==> src/rtl/sub_arb_pkg.sv <==
// rtl/sub_arb_pkg.sv - shared types, defaults and round-robin pick function for sub_arbiter
package sub_arb_pkg;

  localparam int DATA_W_DEF = 4;
  localparam int MAX_REQ    = 8;
  localparam int PTR_W      = 3;

  typedef enum logic {
    EMPTY = 1'b0,
    FULL  = 1'b1
  } sub_state_t;

  typedef struct packed {
    logic [DATA_W_DEF-1:0] mag;
    logic                  neg;
    logic [PTR_W-1:0]      id;
  } sub_rsp_t;

  // One-hot grant: first set bit of valid at or above ptr, wrapping within n requesters.
  function automatic logic [MAX_REQ-1:0] rr_pick(
    input logic [MAX_REQ-1:0] valid,
    input logic [PTR_W-1:0]   ptr,
    input int                 n
  );
    logic [MAX_REQ-1:0] grant;
    logic               found;
    int                 idx;
    logic [PTR_W-1:0]   sel;
    grant = '0;
    found = 1'b0;
    for (int k = 0; k < MAX_REQ; k++) begin
      idx = (int'(ptr) + k) % n;
      sel = idx[PTR_W-1:0];
      if ((k < n) && !found && valid[sel]) begin
        grant[sel] = 1'b1;
        found      = 1'b1;
      end
    end
    return grant;
  endfunction

endpackage

==> src/rtl/sub_magnitude.sv <==
// rtl/sub_magnitude.sv - combinational sign-magnitude subtract |a-b| with borrow sign
module sub_magnitude
  import sub_arb_pkg::*;
#(
  parameter int DATA_W = DATA_W_DEF
) (
  input  logic [DATA_W-1:0] a,
  input  logic [DATA_W-1:0] b,
  output logic [DATA_W-1:0] mag,
  output logic              neg
);

  logic [DATA_W:0] diff;

  // Extra bit carries the borrow; on borrow the magnitude is recomputed as b-a.
  always_comb begin
    diff = {1'b0, a} - {1'b0, b};
    neg  = diff[DATA_W];
    mag  = neg ? (b - a) : diff[DATA_W-1:0];
  end

endmodule

==> src/rtl/sub_arbiter.sv <==
// rtl/sub_arbiter.sv - round-robin arbiter sharing one subtractor, registered output (optional SUB_ARB_STATS_EN grant counters)
module sub_arbiter
  import sub_arb_pkg::*;
#(
  parameter int NREQ   = 4,
  parameter int DATA_W = DATA_W_DEF,
  parameter int ID_W   = 2
) (
  input  logic                   clk,
  input  logic                   rst_n,
  input  logic [NREQ-1:0]        req_valid,
  input  logic [NREQ*DATA_W-1:0] req_a,
  input  logic [NREQ*DATA_W-1:0] req_b,
  output logic [NREQ-1:0]        req_ready,
  output logic                   rsp_valid,
  input  logic                   rsp_ready,
  output logic [DATA_W-1:0]      rsp_mag,
  output logic                   rsp_neg,
  output logic [ID_W-1:0]        rsp_id
`ifdef SUB_ARB_STATS_EN
  ,
  input  logic                   stats_clr,
  output logic [NREQ*8-1:0]      grant_cnt
`endif
);

  sub_state_t         state;
  logic [ID_W-1:0]    ptr;
  logic [ID_W-1:0]    win_idx;
  logic [ID_W-1:0]    ptr_next;
  logic [MAX_REQ-1:0] valid_ext;
  logic [MAX_REQ-1:0] pick;
  logic               unused_pick;
  logic               can_accept;
  logic               handshake;
  logic [DATA_W-1:0]  sel_a;
  logic [DATA_W-1:0]  sel_b;
  logic [DATA_W-1:0]  sub_mag;
  logic               sub_neg;

  // Widen the request vector to the pick function's fixed width.
  always_comb begin
    valid_ext            = '0;
    valid_ext[NREQ-1:0]  = req_valid;
  end

  assign pick        = rr_pick(valid_ext, PTR_W'(ptr), NREQ);
  assign unused_pick = |pick;

  // A slot is free when empty or when the held result leaves on this edge.
  assign can_accept = (state == EMPTY) | (rsp_valid & rsp_ready);
  assign req_ready  = (rst_n & can_accept) ? pick[NREQ-1:0] : '0;
  assign handshake  = |(req_valid & req_ready);

  // Route the granted requester's operands to the shared subtractor.
  always_comb begin
    win_idx = '0;
    sel_a   = '0;
    sel_b   = '0;
    for (int i = 0; i < NREQ; i++) begin
      if (req_ready[i]) begin
        win_idx = ID_W'(i);
        sel_a   = req_a[i*DATA_W +: DATA_W];
        sel_b   = req_b[i*DATA_W +: DATA_W];
      end
    end
    ptr_next = (win_idx == ID_W'(NREQ - 1)) ? '0 : win_idx + 1'b1;
  end

  sub_magnitude #(
    .DATA_W (DATA_W)
  ) u_sub (
    .a   (sel_a),
    .b   (sel_b),
    .mag (sub_mag),
    .neg (sub_neg)
  );

  // Output stage FSM: a new accept always loads, otherwise a consume empties the register.
  always_ff @(posedge clk or negedge rst_n) begin
    if (!rst_n) begin
      state     <= EMPTY;
      ptr       <= '0;
      rsp_valid <= 1'b0;
      rsp_mag   <= '0;
      rsp_neg   <= 1'b0;
      rsp_id    <= '0;
    end else if (handshake) begin
      state     <= FULL;
      ptr       <= ptr_next;
      rsp_valid <= 1'b1;
      rsp_mag   <= sub_mag;
      rsp_neg   <= sub_neg;
      rsp_id    <= win_idx;
    end else begin
      case (state)
        EMPTY: begin
          rsp_valid <= 1'b0;
        end
        FULL: begin
          if (rsp_ready) begin
            state     <= EMPTY;
            rsp_valid <= 1'b0;
          end
        end
        default: begin
          state     <= EMPTY;
          rsp_valid <= 1'b0;
        end
      endcase
    end
  end

`ifdef SUB_ARB_STATS_EN
  // Per-requester saturating handshake counters; clear wins over a same-edge grant.
  always_ff @(posedge clk or negedge rst_n) begin
    if (!rst_n) begin
      grant_cnt <= '0;
    end else begin
      for (int i = 0; i < NREQ; i++) begin
        if (stats_clr) begin
          grant_cnt[i*8 +: 8] <= 8'd0;
        end else if (req_valid[i] && req_ready[i] && (grant_cnt[i*8 +: 8] != 8'hFF)) begin
          grant_cnt[i*8 +: 8] <= grant_cnt[i*8 +: 8] + 8'd1;
        end
      end
    end
  end
`endif

endmodule
==> config.mk <==
export PLATFORM = sky130hd
export DESIGN_NAME = sub_arbiter
export DESIGN_NICKNAME = d
export VERILOG_FILES = /design/src/rtl/sub_arb_pkg.sv /design/src/rtl/sub_magnitude.sv /design/src/rtl/sub_arbiter.sv
export SDC_FILE = /design/constraint.sdc
export NUM_CORES = 1
export LEC_CHECK = 0
export ABC_AREA = 1
export CORE_MARGIN = 5
export CORE_UTILIZATION = 40
export CTS_CLUSTER_SIZE = 12
export DETAILED_ROUTE_END_ITERATION = 16
export PLACE_DENSITY = 0.7
export SETUP_SLACK_MARGIN = 0.4
export SLEW_MARGIN = 15
export SYNTH_ARGS = -nofsm -noshare
export SYNTH_HDL_FRONTEND = slang
export SYNTH_SLANG_ARGS = --single-unit
export TNS_END_PERCENT = 10
==> constraint.sdc <==
create_clock -name clk -period 9.6 [get_ports clk]
set_clock_uncertainty 0.1 [all_clocks]
set_input_delay 1.92 -clock clk [delete_from_list [all_inputs] [get_ports clk]]
set_output_delay 1.92 -clock clk [all_outputs]
set_load 0.05 [all_outputs]
; ---- Yosys cells after proc, flatten, opt, wreduce, memory -nomap -nowiden
; Cells that the tools add are included.
[word_totals]
register_bits = 11
out_inout_bits = 12
elab_cells = 90
[op_classes]
eq_ne = 2
mux = 43
order_cmp = 8
reduce_logical = 14
addsub = 6
bitwise = 11
[ops]
columns = op, count
row1 = 4-bit two-way mux, 14
row2 = 1-bit two-way mux, 17
row3 = 3-bit by 4-bit less-than comparator with 1-bit output (second input constant), 3
row4 = 4-bit OR, 3
row5 = 1-bit binary-select mux with 3-bit select, 3
row6 = 1-bit demux with 3-bit select, 3
row7 = 3-bit by 1-bit greater-or-equal comparator with 1-bit output (second input constant), 3
row8 = 1-bit logical AND, 7
row9 = 2-bit two-way mux, 3
row10 = 2-bit OR reduction, 3
row11 = 4-bit by 4-bit subtractor with 5-bit output, 1
row12 = 2-bit by 1-bit adder with 2-bit output (second input constant), 2
row13 = 2-bit adder (second input constant), 2
row14 = 4-bit bitwise AND, 1
row15 = 2-bit by 4-bit less-than comparator with 1-bit output (second input constant), 1
row16 = 4-bit OR reduction, 1
row17 = 4-bit subtractor, 1
row18 = 1-bit bitwise AND (first input constant), 3
row19 = 1-bit zero test, 3
row20 = 3-bit by 2-bit != test with 1-bit output (second input constant), 1
row21 = 1-bit bitwise AND, 2
row22 = 1-bit binary-select mux with 2-bit select, 1
row23 = 1-bit demux with 2-bit select, 1
row24 = 2-bit equality test (second input constant), 1
row25 = other kinds (4), 4

; ---- Longest topological paths before layout
[logic_depth]
ltp_word = 20
depth_mapped = 29
ltp_nobuf = 27

; ---- Hierarchy
; A second synthesis with hierarchy kept.
[unflattened]
hier_cells = 262
hier_area_um2 = 1664.1
[modules_own_cells]
columns = module, area_each_um2, seq_area_each_um2, n_inst, cells_per_inst
row1 = sub_arbiter, 1353.8, 275.3, 1, 216
row2 = sub_magnitude, 310.3, 0.0, 1, 46

; ---- Least setup slack after synthesis
; OpenSTA, ideal clock, no wires.
[synth_path]
path_kind = input to output
start = in req_valid[3]
end = out req_ready[0]
t_required_ns = 7.580
arrival_time_ns = 3.429
stages = 7
setup_slack_ns = 4.151
path_buffers = 0
path_cell_list = nand2_1 nand3_4 nand2_4 nand2_4 nor2_4 nand2_1 a21oi_1
[synth_via]
elab_chain_len = 13
elab_cells_between_ends = 25
classes_between = 16 x mux / 3 x bitwise / 6 x reduce/logical
[synth_lines]
columns = element, line
row1 = start: declaration, sub_arbiter.sv:11  ; input logic [NREQ-1:0] req_valid,
row2 = 1-bit binary-select mux with 2-bit select, sub_arb_pkg.sv:34  ; if ((k < n) && !found && valid[sel]) begin
row3 = 1-bit two-way mux (not written as such), sub_arb_pkg.sv:34
row4 = 1-bit two-way mux, sub_arb_pkg.sv:34
row5 = 1-bit zero test, sub_arb_pkg.sv:34
row6 = 1-bit logical AND, sub_arb_pkg.sv:34
row7 = 1-bit two-way mux, sub_arb_pkg.sv:34
row8 = 1-bit zero test, sub_arb_pkg.sv:34
row9 = 1-bit logical AND, sub_arb_pkg.sv:34
row10 = 1-bit two-way mux, sub_arb_pkg.sv:34
row11 = 1-bit zero test, sub_arb_pkg.sv:34
row12 = 1-bit logical AND, sub_arb_pkg.sv:34
row13 = 4-bit two-way mux *, sub_arb_pkg.sv:34
row14 = 4-bit two-way mux *, sub_arbiter.sv:52  ; assign req_ready = (rst_n & can_accept) ? pick[NREQ-1:0] : '0;
row15 = end: declaration, sub_arbiter.sv:14  ; output logic [NREQ-1:0] req_ready,
; Every way passes the cells marked *; elsewhere a longest branch is shown, timed or not. The select of a mux whose other input is x is not followed.

; ---- Worst setup path after layout
[layout_path]
start = in rst_n
end = out req_ready[3]
[layout_via]
elab_chain_len = 2
[layout_lines]
columns = element, line
row1 = start: declaration, sub_arbiter.sv:10  ; input logic rst_n,
row2 = 1-bit bitwise AND, sub_arbiter.sv:52
row3 = 4-bit two-way mux, sub_arbiter.sv:52
; Every way passes these cells.

==> impl_metrics.yaml <==
global_route:
  grtUsageTotal: 0.1671
  use_met2: 0.2582
  antenna_found_initial: 0
  grt_use_met1: 0.2437
  grt_pass1_wl_mm: 7.555
  grt_max_degree: 27
  grt.busiest_layer: "met2"
  grt-ovfl-total: 0
  grt_pass1_vias: 1641
  met3_usage: 0.02270
timing:
  relSlewSlack: 0.5660
  fmax_mhz: 141.8
  hold_violations: 0
  rsz0062_at_grt: "no"
  finalMaxSlewViolations: 0
  finalSetupTns_ns: 0
  fin_crit_ns: 7.050
  post-route-period-util: 0.7344
  tightest_slew_ns: 0.6470
  setup_viol: 0
routing:
  drt_wl_total_mm: 4.567
  postRouteAntennaNets: 0
  vias: 1793
  route.detailed.drc: 0
  detail_route.wl_per_cell_um: 12.24
  dr.pass1.iters: 5
  drtIter0Drc: 170
  vias_per_cell: 4.807
critical_path:
  reg2reg_setup_slack_ns: 4.88
  cp-end-kind: "primary output"
  cp_max_fo: 26
  crit_type: "in2out"
  critPathArrivalTime_ns: 5.03
  crit_path_start_kind: "input port"
  required_ns: 7.58
place:
  dp_cells: 369
  routabilityCongestion: 0.8421
  dpl_cell_area_um2: 2223
  place_hpwl_mm: 3.660
  io_buffers: 50
power_and_ir_drop:
  p_leak_nw: 1.210
  ir_worst_vdd_mv: 0.3339
  power_density_nw_per_um2: 387.1
synth:
  ys_seq_area_frac: 0.1619
  ys_types: 26
  ys_ff_latch: 11
  synth_warnings: 0
  syn_avg_cell_area_um2: 6.183
  syn_nets: 330
  syn_inst: 275
  syn_area_um2: 1700
clock_tree:
  cts_buffers: 3
  clockBufferDepth: 2
  cts_root_buf: "clkbuf_8"
  cts_tree: "yes"
  htree_levels: 1
  postCtsSetupRepairBufs: 0
  postCtsHoldBufs: 0
  insertion_delay_ns: 0.23
  cts_resized: 0
  path_clk_slew_ns: 0.05
  clock_sinks: 11
die:
  pin_count: 51
  rows: 23
  fp.dieH_um: 75.20
  die-area_um2: 5655
  initial_core_util: 0.4191
  die_width_um: 75.20
  core_region_area_um2: 4058
cells_and_area:
  syn2layout_area_growth_pct: 33.41
  drive_above_1_share: 0.08359
  nFillCells: 398
  instances_no_fill: 373
  antenna_cells: 0
  final_util: 0.5591
  register_area_um2: 275.3
  multi_input_area_um2: 1189
  final_cell_area_um2: 2268
  num-nets-final: 379
flow_run:
  drv_cap: 0
run_status:
  outcome: "completed"
min_path:
  hold_class: "reg2reg"
[worst max-delay path, cell delays in order]
cell and delay (ns):
clkdlybuf4s50_1 0.67, nand2_1 0.23, clkinv_1 0.55, nand2_1 0.56, clkinv_1 0.32, clkdlybuf4s50_1 0.78
[state kept, by name, summed over array words and instances (netlist names)]
register,cells
state,1
rsp_valid,1
rsp_neg,1
rsp_id,2
ptr,2
rsp_mag,4
[layer usage]
layer / share of wire / routed length (um) / up-vias
met3: 0.067 / 306 / 4
met5: 0 / 0 / -
met2: 0.46 / 2080 / 46
met1: 0.47 / 2131 / 779
met4: 0.011 / 49 / 0
li1: - / - / 964
[report_power, final]
part | internal, mW | switching (mW) | leakage [nW]
sequential | 0.0671 | 0.0230 | 0.141
clock | 0.0290 | 0.0161 | 0.0228
combinational | 0.261 | 0.481 | 1.05
[metrics by stage]
step / hold WS, ns / setup WS [ns] / power, mW
finish: 0.3852 / 2.550 / 0.8781
global route: 0.4150 / 2.193 / 0.9886
CTS: 0.3912 / 2.525 / 0.8796
detailed placement: 0.3691 / 2.524 / 0.8279
global placement: 0.3742 / 2.577 / 0.8184
floorplan: 0.3763 / 4.151 / 0.6618
[cells by family after synthesis]
family | count (synthesis) | synth area share
adder cells (fa/ha/maj) | 16 | 0.1266
AND/OR/NAND/NOR | 171 | 0.4989
flip-flops | 11 | 0.1619
AO/OA/AOI/OAI | 18 | 0.06329
XOR/XNOR | 2 | 0.01030
buffers and inverters | 57 | 0.1391
[path summary, 6_finish.rpt]
| kind | depth (start not counted) | endpoint | start |
|---|---|---|---|
| min | 2 | rsp_mag[1]$_DFFE_PN0P_ | rsp_mag[1]$_DFFE_PN0P_ |
| max in group asynchronous | 1 | ptr[1]$_DFFE_PN0P_ | rst_n |
| max reg2reg | 26 | rsp_mag[3]$_DFFE_PN0P_ | ptr[0]$_DFFE_PN0P_ |
| min reg2reg | 2 | rsp_mag[1]$_DFFE_PN0P_ | rsp_mag[1]$_DFFE_PN0P_ |
| min in group asynchronous | 1 | rsp_mag[2]$_DFFE_PN0P_ | rst_n |
| max | 6 | req_ready[3] | rst_n |
[cell type report]
type / count / share of cell area
Timing Repair Buffer: 50 / 0.2206
Inverter: 51 / 0.08660
Sequential cell: 11 / 0.1213
Tap cell: 50 / 0.02758
Clock buffer: 4 / 0.01986
Multi-Input combinational cell: 207 / 0.5240
[cells in the final DEF, fill, tap and decap left out, drive strengths merged]
cell	count
nand2	97
nand3	53
clkdlybuf4s50	50
inv	49
ha	14
o21ai	12
dfrtp	11
nor2	10
nand4	7
a21oi	5
clkbuf	4
clkinv	2
nand3b	2
xor2	2
fa	2
or2	2
o21bai	1
[synth_stat cells (all sizes together)]
| cell type | number | area (um2) |
|---|---|---|
| nand3 | 53 | 302.8 |
| clkinv | 2 | 7.510 |
| clkbuf | 2 | 7.510 |
| ha | 14 | 175.2 |
| inv | 49 | 188.9 |
| o21ai | 12 | 75.08 |
| a21oi | 5 | 25.02 |
| buf | 4 | 32.53 |
| nor2 | 10 | 60.06 |
| o21bai | 1 | 7.510 |
| xor2 | 2 | 17.52 |
| nand4 | 7 | 43.79 |
| nand2 | 97 | 414.2 |
| dfrtp | 11 | 275.3 |
| nand3b | 2 | 15.01 |
| or2 | 2 | 12.52 |
| fa | 2 | 40.04 |
No activity file was read; power rests on OpenSTA's default activity.
